### src/rtl/serial_binary_adder_if.sv
// serial_binary_adder_if: operand/result bundle with start/busy/done handshake.
interface serial_binary_adder_if #(parameter int WIDTH = 4);
    logic             start;
    logic [WIDTH-1:0] a;
    logic [WIDTH-1:0] b;
    logic             Cin;
    logic             busy;
    logic             done;
    logic [WIDTH-1:0] S;
    logic             Carryout;
    modport master (output start, a, b, Cin, input busy, done, S, Carryout);
    modport slave  (input start, a, b, Cin, output busy, done, S, Carryout);
endinterface

### src/rtl/serial_binary_adder.sv
// serial_binary_adder: bit-serial a+b+Cin, LSB first, one full-adder cell and a carry flop.
module serial_binary_adder #(
    parameter int WIDTH = 4
) (
    input logic                  clk,
    input logic                  rst,
    serial_binary_adder_if.slave bus
);
    localparam int CNT_W = $clog2(WIDTH + 1);
    localparam logic [1:0] IDLE = 2'd0;
    localparam logic [1:0] BUSY = 2'd1;
    localparam logic [1:0] DONE = 2'd2;

    logic [1:0]       state_q, state_d;
    logic [CNT_W-1:0] cnt_q, cnt_d;
    logic [WIDTH-1:0] sh_a_q, sh_a_d, sh_b_q, sh_b_d, sh_s_q, sh_s_d, s_q, s_d;
    logic             carry_q, carry_d, cout_q, cout_d;
    logic             sum_bit, carry_nxt, last;
    logic [WIDTH:0]   s_next;

    always_comb begin
        sum_bit   = sh_a_q[0] ^ sh_b_q[0] ^ carry_q;
        carry_nxt = (sh_a_q[0] & sh_b_q[0]) | (sh_a_q[0] & carry_q) | (sh_b_q[0] & carry_q);
        s_next    = {sum_bit, sh_s_q};
        last      = cnt_q == CNT_W'(WIDTH - 1);
        state_d   = state_q;
        cnt_d     = cnt_q;
        sh_a_d    = sh_a_q;
        sh_b_d    = sh_b_q;
        sh_s_d    = sh_s_q;
        carry_d   = carry_q;
        s_d       = s_q;
        cout_d    = cout_q;
        if (state_q == BUSY) begin
            sh_a_d  = sh_a_q >> 1;
            sh_b_d  = sh_b_q >> 1;
            sh_s_d  = s_next[WIDTH:1];
            carry_d = carry_nxt;
            cnt_d   = cnt_q + CNT_W'(1);
            // Result registers load on the final bit so they are valid alongside done.
            if (last) begin
                state_d = DONE;
                s_d     = s_next[WIDTH:1];
                cout_d  = carry_nxt;
            end
        end else begin
            state_d = bus.start ? BUSY : IDLE;
            if (bus.start) begin
                sh_a_d  = bus.a;
                sh_b_d  = bus.b;
                carry_d = bus.Cin;
                cnt_d   = '0;
                sh_s_d  = '0;
            end
        end
    end

    always_ff @(posedge clk or posedge rst) begin
        if (rst) begin
            state_q <= IDLE;
            cnt_q   <= '0;
            sh_a_q  <= '0;
            sh_b_q  <= '0;
            sh_s_q  <= '0;
            carry_q <= 1'b0;
            s_q     <= '0;
            cout_q  <= 1'b0;
        end else begin
            state_q <= state_d;
            cnt_q   <= cnt_d;
            sh_a_q  <= sh_a_d;
            sh_b_q  <= sh_b_d;
            sh_s_q  <= sh_s_d;
            carry_q <= carry_d;
            s_q     <= s_d;
            cout_q  <= cout_d;
        end
    end

    assign bus.busy     = state_q == BUSY;
    assign bus.done     = state_q == DONE;
    assign bus.S        = s_q;
    assign bus.Carryout = cout_q;
endmodule
### src/flat_wrapper.sv
// flat-port wrapper written by rule: the top's interface ports become plain ports
module serial_binary_adder_flat 
#(
    parameter int WIDTH = 4
)
  (clk, rst, bus_start, bus_a, bus_b, bus_Cin, bus_busy, bus_done, bus_S, bus_Carryout);
  serial_binary_adder_if #(.WIDTH(WIDTH)) bus_i ();
  input logic clk;
  input logic rst;
  input wire logic [$bits(bus_i.start)-1:0] bus_start;
  input wire logic [$bits(bus_i.a)-1:0] bus_a;
  input wire logic [$bits(bus_i.b)-1:0] bus_b;
  input wire logic [$bits(bus_i.Cin)-1:0] bus_Cin;
  output wire logic [$bits(bus_i.busy)-1:0] bus_busy;
  output wire logic [$bits(bus_i.done)-1:0] bus_done;
  output wire logic [$bits(bus_i.S)-1:0] bus_S;
  output wire logic [$bits(bus_i.Carryout)-1:0] bus_Carryout;
  assign bus_i.start = bus_start;
  assign bus_i.a = bus_a;
  assign bus_i.b = bus_b;
  assign bus_i.Cin = bus_Cin;
  assign bus_busy = bus_i.busy;
  assign bus_done = bus_i.done;
  assign bus_S = bus_i.S;
  assign bus_Carryout = bus_i.Carryout;
  serial_binary_adder #(.WIDTH(WIDTH)) u_core (.clk(clk), .rst(rst), .bus(bus_i));
endmodule
### config.mk
export PLATFORM = sky130hd
export DESIGN_NAME = serial_binary_adder_flat
export DESIGN_NICKNAME = d
export VERILOG_FILES = /design/src/rtl/serial_binary_adder_if.sv /design/src/rtl/serial_binary_adder.sv /design/src/flat_wrapper.sv
export SDC_FILE = /design/constraint.sdc
export NUM_CORES = 1
export LEC_CHECK = 0
export ABC_CLOCK_PERIOD_IN_PS = 1500
export CAP_MARGIN = 20
export CORE_MARGIN = 5
export CORE_UTILIZATION = 45
export CTS_CLUSTER_SIZE = 8
export DETAILED_ROUTE_END_ITERATION = 16
export PLACE_DENSITY = 0.7
export SLEW_MARGIN = 20
export SYNTH_ARGS = -nofsm -noshare
export SYNTH_HDL_FRONTEND = slang
export SYNTH_SLANG_ARGS = --single-unit
### constraint.sdc
create_clock -name clk -period 1.5 [get_ports clk]
set_input_delay 0.3 -clock clk [delete_from_list [all_inputs] [get_ports clk]]
set_output_delay 0.3 -clock clk [all_outputs]
set_load 0.1 [all_outputs]
==> results of run 1 <==
[logic make-up after synthesis]
family,count (synthesis),share of synthesized area (%)
buffers and inverters,9,5.87
adder cells (fa/ha/maj),3,4.32
flip-flops,22,52.8
multiplexers,28,30.3
AND/OR/NAND/NOR,11,6.72
[final cells by class]
type	instances	area [um2]	area share, %
flip-flops and latches	22	552	38.8
multi-input cells	42	448	31.5
repair buffers	28	342	24.0
well taps	28	35.0	2.46
clock buffers	3	22.5	1.58
inverters	5	22.5	1.58
[layout by cell type, fill, tap and decap left out, drive strengths merged]
cell,count
mux2,23
nand3b,1
nand2b,3
inv,4
nor2,2
buf,17
clkinvlp,1
and2b,4
clkdlybuf4s50,11
ha,2
mux2i,5
dfrtp,22
fa,1
clkbuf,3
nor2b,1
[synth_stat cells, drive strengths merged]
master	number
dfrtp	22
inv	5
buf	4
mux2i	5
fa	1
mux2	23
and2b	4
nor2	2
nand2b	3
ha	2
nor2b	1
nand3b	1
[metal layers]
metal | GRT usage, % | vias up
li1 | - | 296
met1 | 13.7 | 300
met2 | 19.7 | 13
met3 | 3.34 | 4
met4 | 5.96 | 0
met5 | 0 | -
[worst paths after layout]
| kind | endpoint | startpoint | cells past startpoint | slack (ns) |
|---|---|---|---|---|
| worst max-delay path | bus_busy | u_core.state_q[0]$_DFFE_PP0P_ | 3 | 0.02 |
| worst min-delay path | u_core.cnt_q[2]$_DFFE_PP0P_ | rst | 3 | 0.31 |
| worst max register to register | u_core.bus.S[0]$_DFFE_PP0P_ | u_core.cnt_q[0]$_DFFE_PP0P_ | 5 | 0.08 |
| worst min register to register | u_core.sh_a_q[0]$_DFFE_PP0P_ | u_core.sh_a_q[1]$_DFFE_PP0P_ | 1 | 0.52 |
| max in group asynchronous | u_core.state_q[0]$_DFFE_PP0P_ | rst | 3 | 0.96 |
| min in group clk | u_core.sh_a_q[0]$_DFFE_PP0P_ | u_core.sh_a_q[1]$_DFFE_PP0P_ | 1 | 0.52 |
[critical path, delay by kind of cell (launching register included)]
family | cells | cell delay [ns]
DFF | 1 | 0.45
and+or+nand+nor | 1 | 0.10
buffers and inverters | 2 | 0.32
[timing repair]
item / in CTS / in global routing
gates resized for setup: 2 / 3
gates cloned: 0 / 0
setup endpoints to repair: 6 / 6
buffers inserted: 2 / 1
[registers in the layout (all words and copies together), names as in the netlist]
name                 flops
u_core.sh_s_q            3
u_core.sh_a_q            4
u_core.cnt_q             3
u_core.bus.S             4
u_core.carry_q           1
u_core.bus.Carryout      1
u_core.sh_b_q            4
u_core.state_q           2
[metrics by stage]
step | instance area, um2 | cells | hold slack [ns]
finish | 1420 | 128 | 0.311
floorplan | 1050 | 73 | 0.289
global route | 1420 | 128 | 0.310
CTS | 1410 | 127 | 0.310
detailed placement | 1360 | 122 | 0.496
global placement | 1360 | 122 | 0.485
[power by group through the flow]
stage | Clock, mW | Combinational (mW) | Sequential (mW)
after floorplan | 0 | 0.840 | 1.35
after global placement | 0 | 1.72 | 1.01
after detailed placement | 0 | 1.75 | 1.02
after CTS | 0.271 | 1.80 | 1.01
after global routing | 0.304 | 1.93 | 1.04
final | 0.258 | 1.81 | 1.01
==> out/metrics.cfg, run 1 <==
[run_status]
status = finished clean

[clock_network]
clock_latency_ns = 0.30
postCtsHoldBufs = 0
path_clk_slew_ns = 0.11
cts_buffers = 3
cts_tree = done
cts.sinks = 22
cts-root-buf = clkbuf_4
clockBufferDepth = 2
htreeDepth = 1

[critical_path]
cp_cell_sequence = nand2b_4 > clkinvlp_4 > buf_12
max_stage_delay_ns = 0.45
cp-end-kind = output pin
cp.arrival_ns = 1.18
slowest_stage = dfrtp_2
worstPathRequired_ns = 1.20
crit_fanout = 3
worstSetupPathType = reg2out
cp-start-kind = flop

[drt]
dr_total_vias = 613
wl_per_cell_um = 12.7
wl_met2_um = 858
top_layer = met4
wl_met1_um = 652
ant_nets = 0
wl_um = 1620
dr_wl_met3_um = 82
via_per_inst = 4.79
drt_iter0_markers = 3
dr.pass1.iters = 4
drc = 0

[die]
placement_rows = 17
core_area_um2 = 2210
fp.dieH_um = 58.2
ios = 19
start_util_pct = 47.2
die_w_um = 58.2
die-area_um2 = 3380

[sta]
min_period_over_period_pct = 98.4
tightest_slew_ns = 0.273
rsz0062_at_grt = true
setup_viol = 0
setup_ws_ns = 0.0237
final.setup_skew_ns = 0.00375
tns_ns = 0
maxSlewViolCount = 0
post-route-min-period_ns = 1.48
fmax_mhz = 677
hold_violations = 0
slew_headroom_pct = 81.8

[global_routing]
grt_usage_pct = 11.8
grt_max_degree = 23
grt_pass1_vias = 662
grt_pass1_wl_um = 2940
antenna_found_initial = 0
gr-total-overflow = 0

[place]
gp_congestion = 0.700
port_buffers = 18
pre_cts_ws_ns = -0.146
dp_hpwl_um = 1290

[power]
power_frac_clock_pct = 8.4
pwr-share-comb_pct = 58.8
power.density_nw_per_um2 = 2160
total_power_mw = 3.08
sw_frac_of_total_pct = 40.7
p_int_mw = 1.82
seqPwrFrac_pct = 32.8
leakage_nw = 0.679
p_switching_mw = 1.25
ir_drop_uv = 1220

[synthesis]
syn_inst = 73
synth.distinct_cells = 15
synth-seq-cells = 22
synth_top_cell_area_share_pct = 52.8
syn_avg_cell_area_um2 = 14.3
yosysTopAreaCell = dfrtp_1
yosysWarnings = 0
yosysSeqAreaShare_pct = 52.8
syn_nets = 88
synth_area_um2 = 1040
synth_top_cells_by_area = dfrtp_1, mux2_2, mux2i_1

[job]
max_cap_viol_count = 0

[min_path]
worstHoldPathType = in2async

[finish]
fillCellCount = 178
area_delta_synth_final_pct = 36.2
diodes = 0
drive_gt1_share_pct = 48.0
fin_nets = 117
finish.utilization_pct = 64.3

Note: power is estimated with default switching activity, not from simulation.
==> run 2, diff against run 1 <==
CAP_MARGIN = unset   (was 20)
GPL_ROUTABILITY_DRIVEN = 1   (was unset)
==> results of run 2 <==
Final layout, timing and power as in run 1 (identical DEF).
==> run 3, diff against run 2 <==
CORE_UTILIZATION = 50   (was 45)
PLACE_DENSITY = 0.77   (was 0.7)
==> out/metrics.cfg, run 3 (same netlist as run 1, synthesis figures left out) <==
[power]
total_power_mw = 3.21  ; +4.2%
leakage_nw = 0.704  ; +3.6%
ir_drop_uv = 1610  ; +32%
power.density_nw_per_um2 = 2200  ; +1.9%

[critical_path]
cp-start-kind = flop
r2r.worst_path.cells = 5  ; unchanged
cp-end-kind = output pin
cp.arrival_ns = 1.14  ; -0.04 ns
worstPathRequired_ns = 1.20  ; about the same
slowest_stage = dfrtp_1
worstReg2RegEnd = u_core.bus.S[2]$_DFFE_PP0P_
r2r_start = u_core.cnt_q[0]$_DFFE_PP0P_
crit_fanout = 3  ; unchanged
max_stage_delay_ns = 0.45  ; about the same
r2r_setup_slack_ns = 0.06  ; -0.02 ns
crit_family = flip-flops
worstSetupPathType = reg2out
cp_cell_sequence = nand2b_4 > clkinvlp_4 > buf_12
path_buf_inv = 2  ; unchanged

[drt]
wl_um = 1750  ; +7.8%
dr_total_vias = 638  ; +4.1%
wl_per_cell_um = 13.2  ; +3.7%
drt_iter0_markers = 3  ; unchanged
drc = 0  ; unchanged
ant_nets = 0  ; unchanged
dr.pass1.iters = 2  ; -2
via_per_inst = 4.80  ; +0.17%

[global_routing]
grt_pass1_vias = 716  ; +8.2%
met1_usage_pct = 14.1  ; +0.43 points
antenna_found_initial = 0  ; unchanged
gr-total-overflow = 0  ; unchanged
grt.busiest_layer = met2
use_met2_pct = 23.3  ; +3.6 points
grtUsageMet3_pct = 3.25  ; -0.092 points
grt_max_degree = 23  ; unchanged
grt_usage_pct = 12.9  ; +1.1 points
grt_pass1_wl_um = 3170  ; +8.0%

[place]
dp_hpwl_um = 1350  ; +5.0%
gp_congestion = 0.667  ; -4.8%
dp.cells = 124  ; +1.6%
port_buffers = 18  ; unchanged
dpl-instance-area_um2 = 1370  ; +0.65%

[min_path]
worstHoldPathType = in2async

[sta]
final.setup_skew_ns = 0.00239  ; -0.00136 ns
tightest_slew_ns = 0.281  ; +0.00740 ns
slew_headroom_pct = 81.3  ; -0.49 points
tns_ns = 0  ; unchanged
min_period_over_period_pct = 96.2  ; -2.2 points
hold_violations = 0  ; unchanged
post-route-min-period_ns = 1.44  ; -0.0329 ns
setup_viol = 0  ; unchanged
fmax_mhz = 693  ; +2.3%
maxSlewViolCount = 0  ; unchanged

[die]
ios = 19  ; unchanged
start_util_pct = 52.7  ; +5.5 points
placement_rows = 16  ; -1
fp.dieH_um = 55.7  ; -4.2%
die-area_um2 = 3100  ; -8.3%
die_w_um = 55.7  ; -4.2%
core_area_um2 = 1980  ; -10%

[finish]
final_cell_mix = dfrtp_1, mux2_2, buf_4
drive_gt1_share_pct = 50.0  ; +2.0 points
stdcell_area_um2 = 1450  ; +2.3%
mostFrequentLayoutCell = dfrtp_1
fin_nets = 122  ; +4.3%
area_delta_synth_final_pct = 39.3
diodes = 0  ; unchanged
fin_cells = 133  ; +3.9%

[clock_network]
cts_buffers = 3  ; unchanged
clockBufferDepth = 2  ; unchanged
clock_latency_ns = 0.29  ; about the same
cts.sinks = 22  ; unchanged
htreeDepth = 1  ; unchanged
path_clk_slew_ns = 0.12  ; about the same
postCtsHoldBufs = 0  ; unchanged
cts_tree = done
cts-root-buf = clkbuf_4

[run_status]
status = finished clean

[job]
max_cap_viol_count = 0  ; unchanged

## run 3: changes by cell type in the layout (fill, tap and decap cells not counted), sizes merged
cell	delta
buf	+5
clkbuf	+1
## run 3: worst max path at each step
stage / start / slack (ns) / depth (start not counted) / to
2_1_floorplan: u_core.state_q[0]$_DFFE_PP0P_ / 0.006 / 1 / bus_done
3_3_place_gp: bus_start / -0.12 / 4 / u_core.carry_q$_DFFE_PP0P_
3_5_place_dp: bus_start / -0.16 / 4 / u_core.sh_b_q[2]$_DFFE_PP0P_
4_1_cts: u_core.state_q[0]$_DFFE_PP0P_ / 0.003 / 3 / bus_busy
5_1_grt: u_core.state_q[0]$_DFFE_PP0P_ / -0.0004 / 3 / bus_busy
6_report: u_core.state_q[0]$_DFFE_PP0P_ / 0.06 / 3 / bus_busy
## run 3: what timing repair did
item / 4_1_cts / 5_1_grt
setup endpoints to repair: 1 / 6
setup buffers: 0 / 5
pin swaps: 0 / 0
gates resized for setup: 1 / 2
## run 3: metrics by stage
| stage | setup WS [ns] | hold slack, ns | util, % |
|---|---|---|---|
| 2_1_floorplan | 0.00640 | 0.289 | - |
| 5_1_grt | -0.000420 | 0.361 | 73.4 |
| 6_report | 0.0565 | 0.320 | 73.4 |
| 3_5_place_dp | -0.162 | 0.494 | 68.9 |
| 4_1_cts | 0.00255 | 0.324 | 71.1 |
| 3_3_place_gp | -0.120 | 0.485 | 68.9 |
## run 3: worst reg2reg max path: stages (launching register included)
cell and delay (ns):
dfrtp_1 0.41, ha_1 0.20, ha_2 0.17, nand3b_1 0.09, buf_6 0.13, mux2_2 0.33
## run 3: final cells by class
type	instances	area (um2)
fill	135	528
inverter	5	22.5
sequential	22	551
clock buffer	4	36.3
tap	27	33.8
multi-input combinational	42	444
timing repair buffer	33	367
## run 3: per-layer routing
layer / wire length (um) / share of wire [%]
met5: 0 / 0
met2: 958 / 55
met1: 692 / 40
met4: 15 / 0.86
met3: 82 / 4.7
## run 3: power by group
group | switching [mW] | total (mW) | internal [mW]
clock | 0.167 | 0.314 | 0.148
combinational | 0.945 | 1.88 | 0.933
sequential | 0.175 | 1.01 | 0.839
total | 1.29 | 3.21 | 1.92
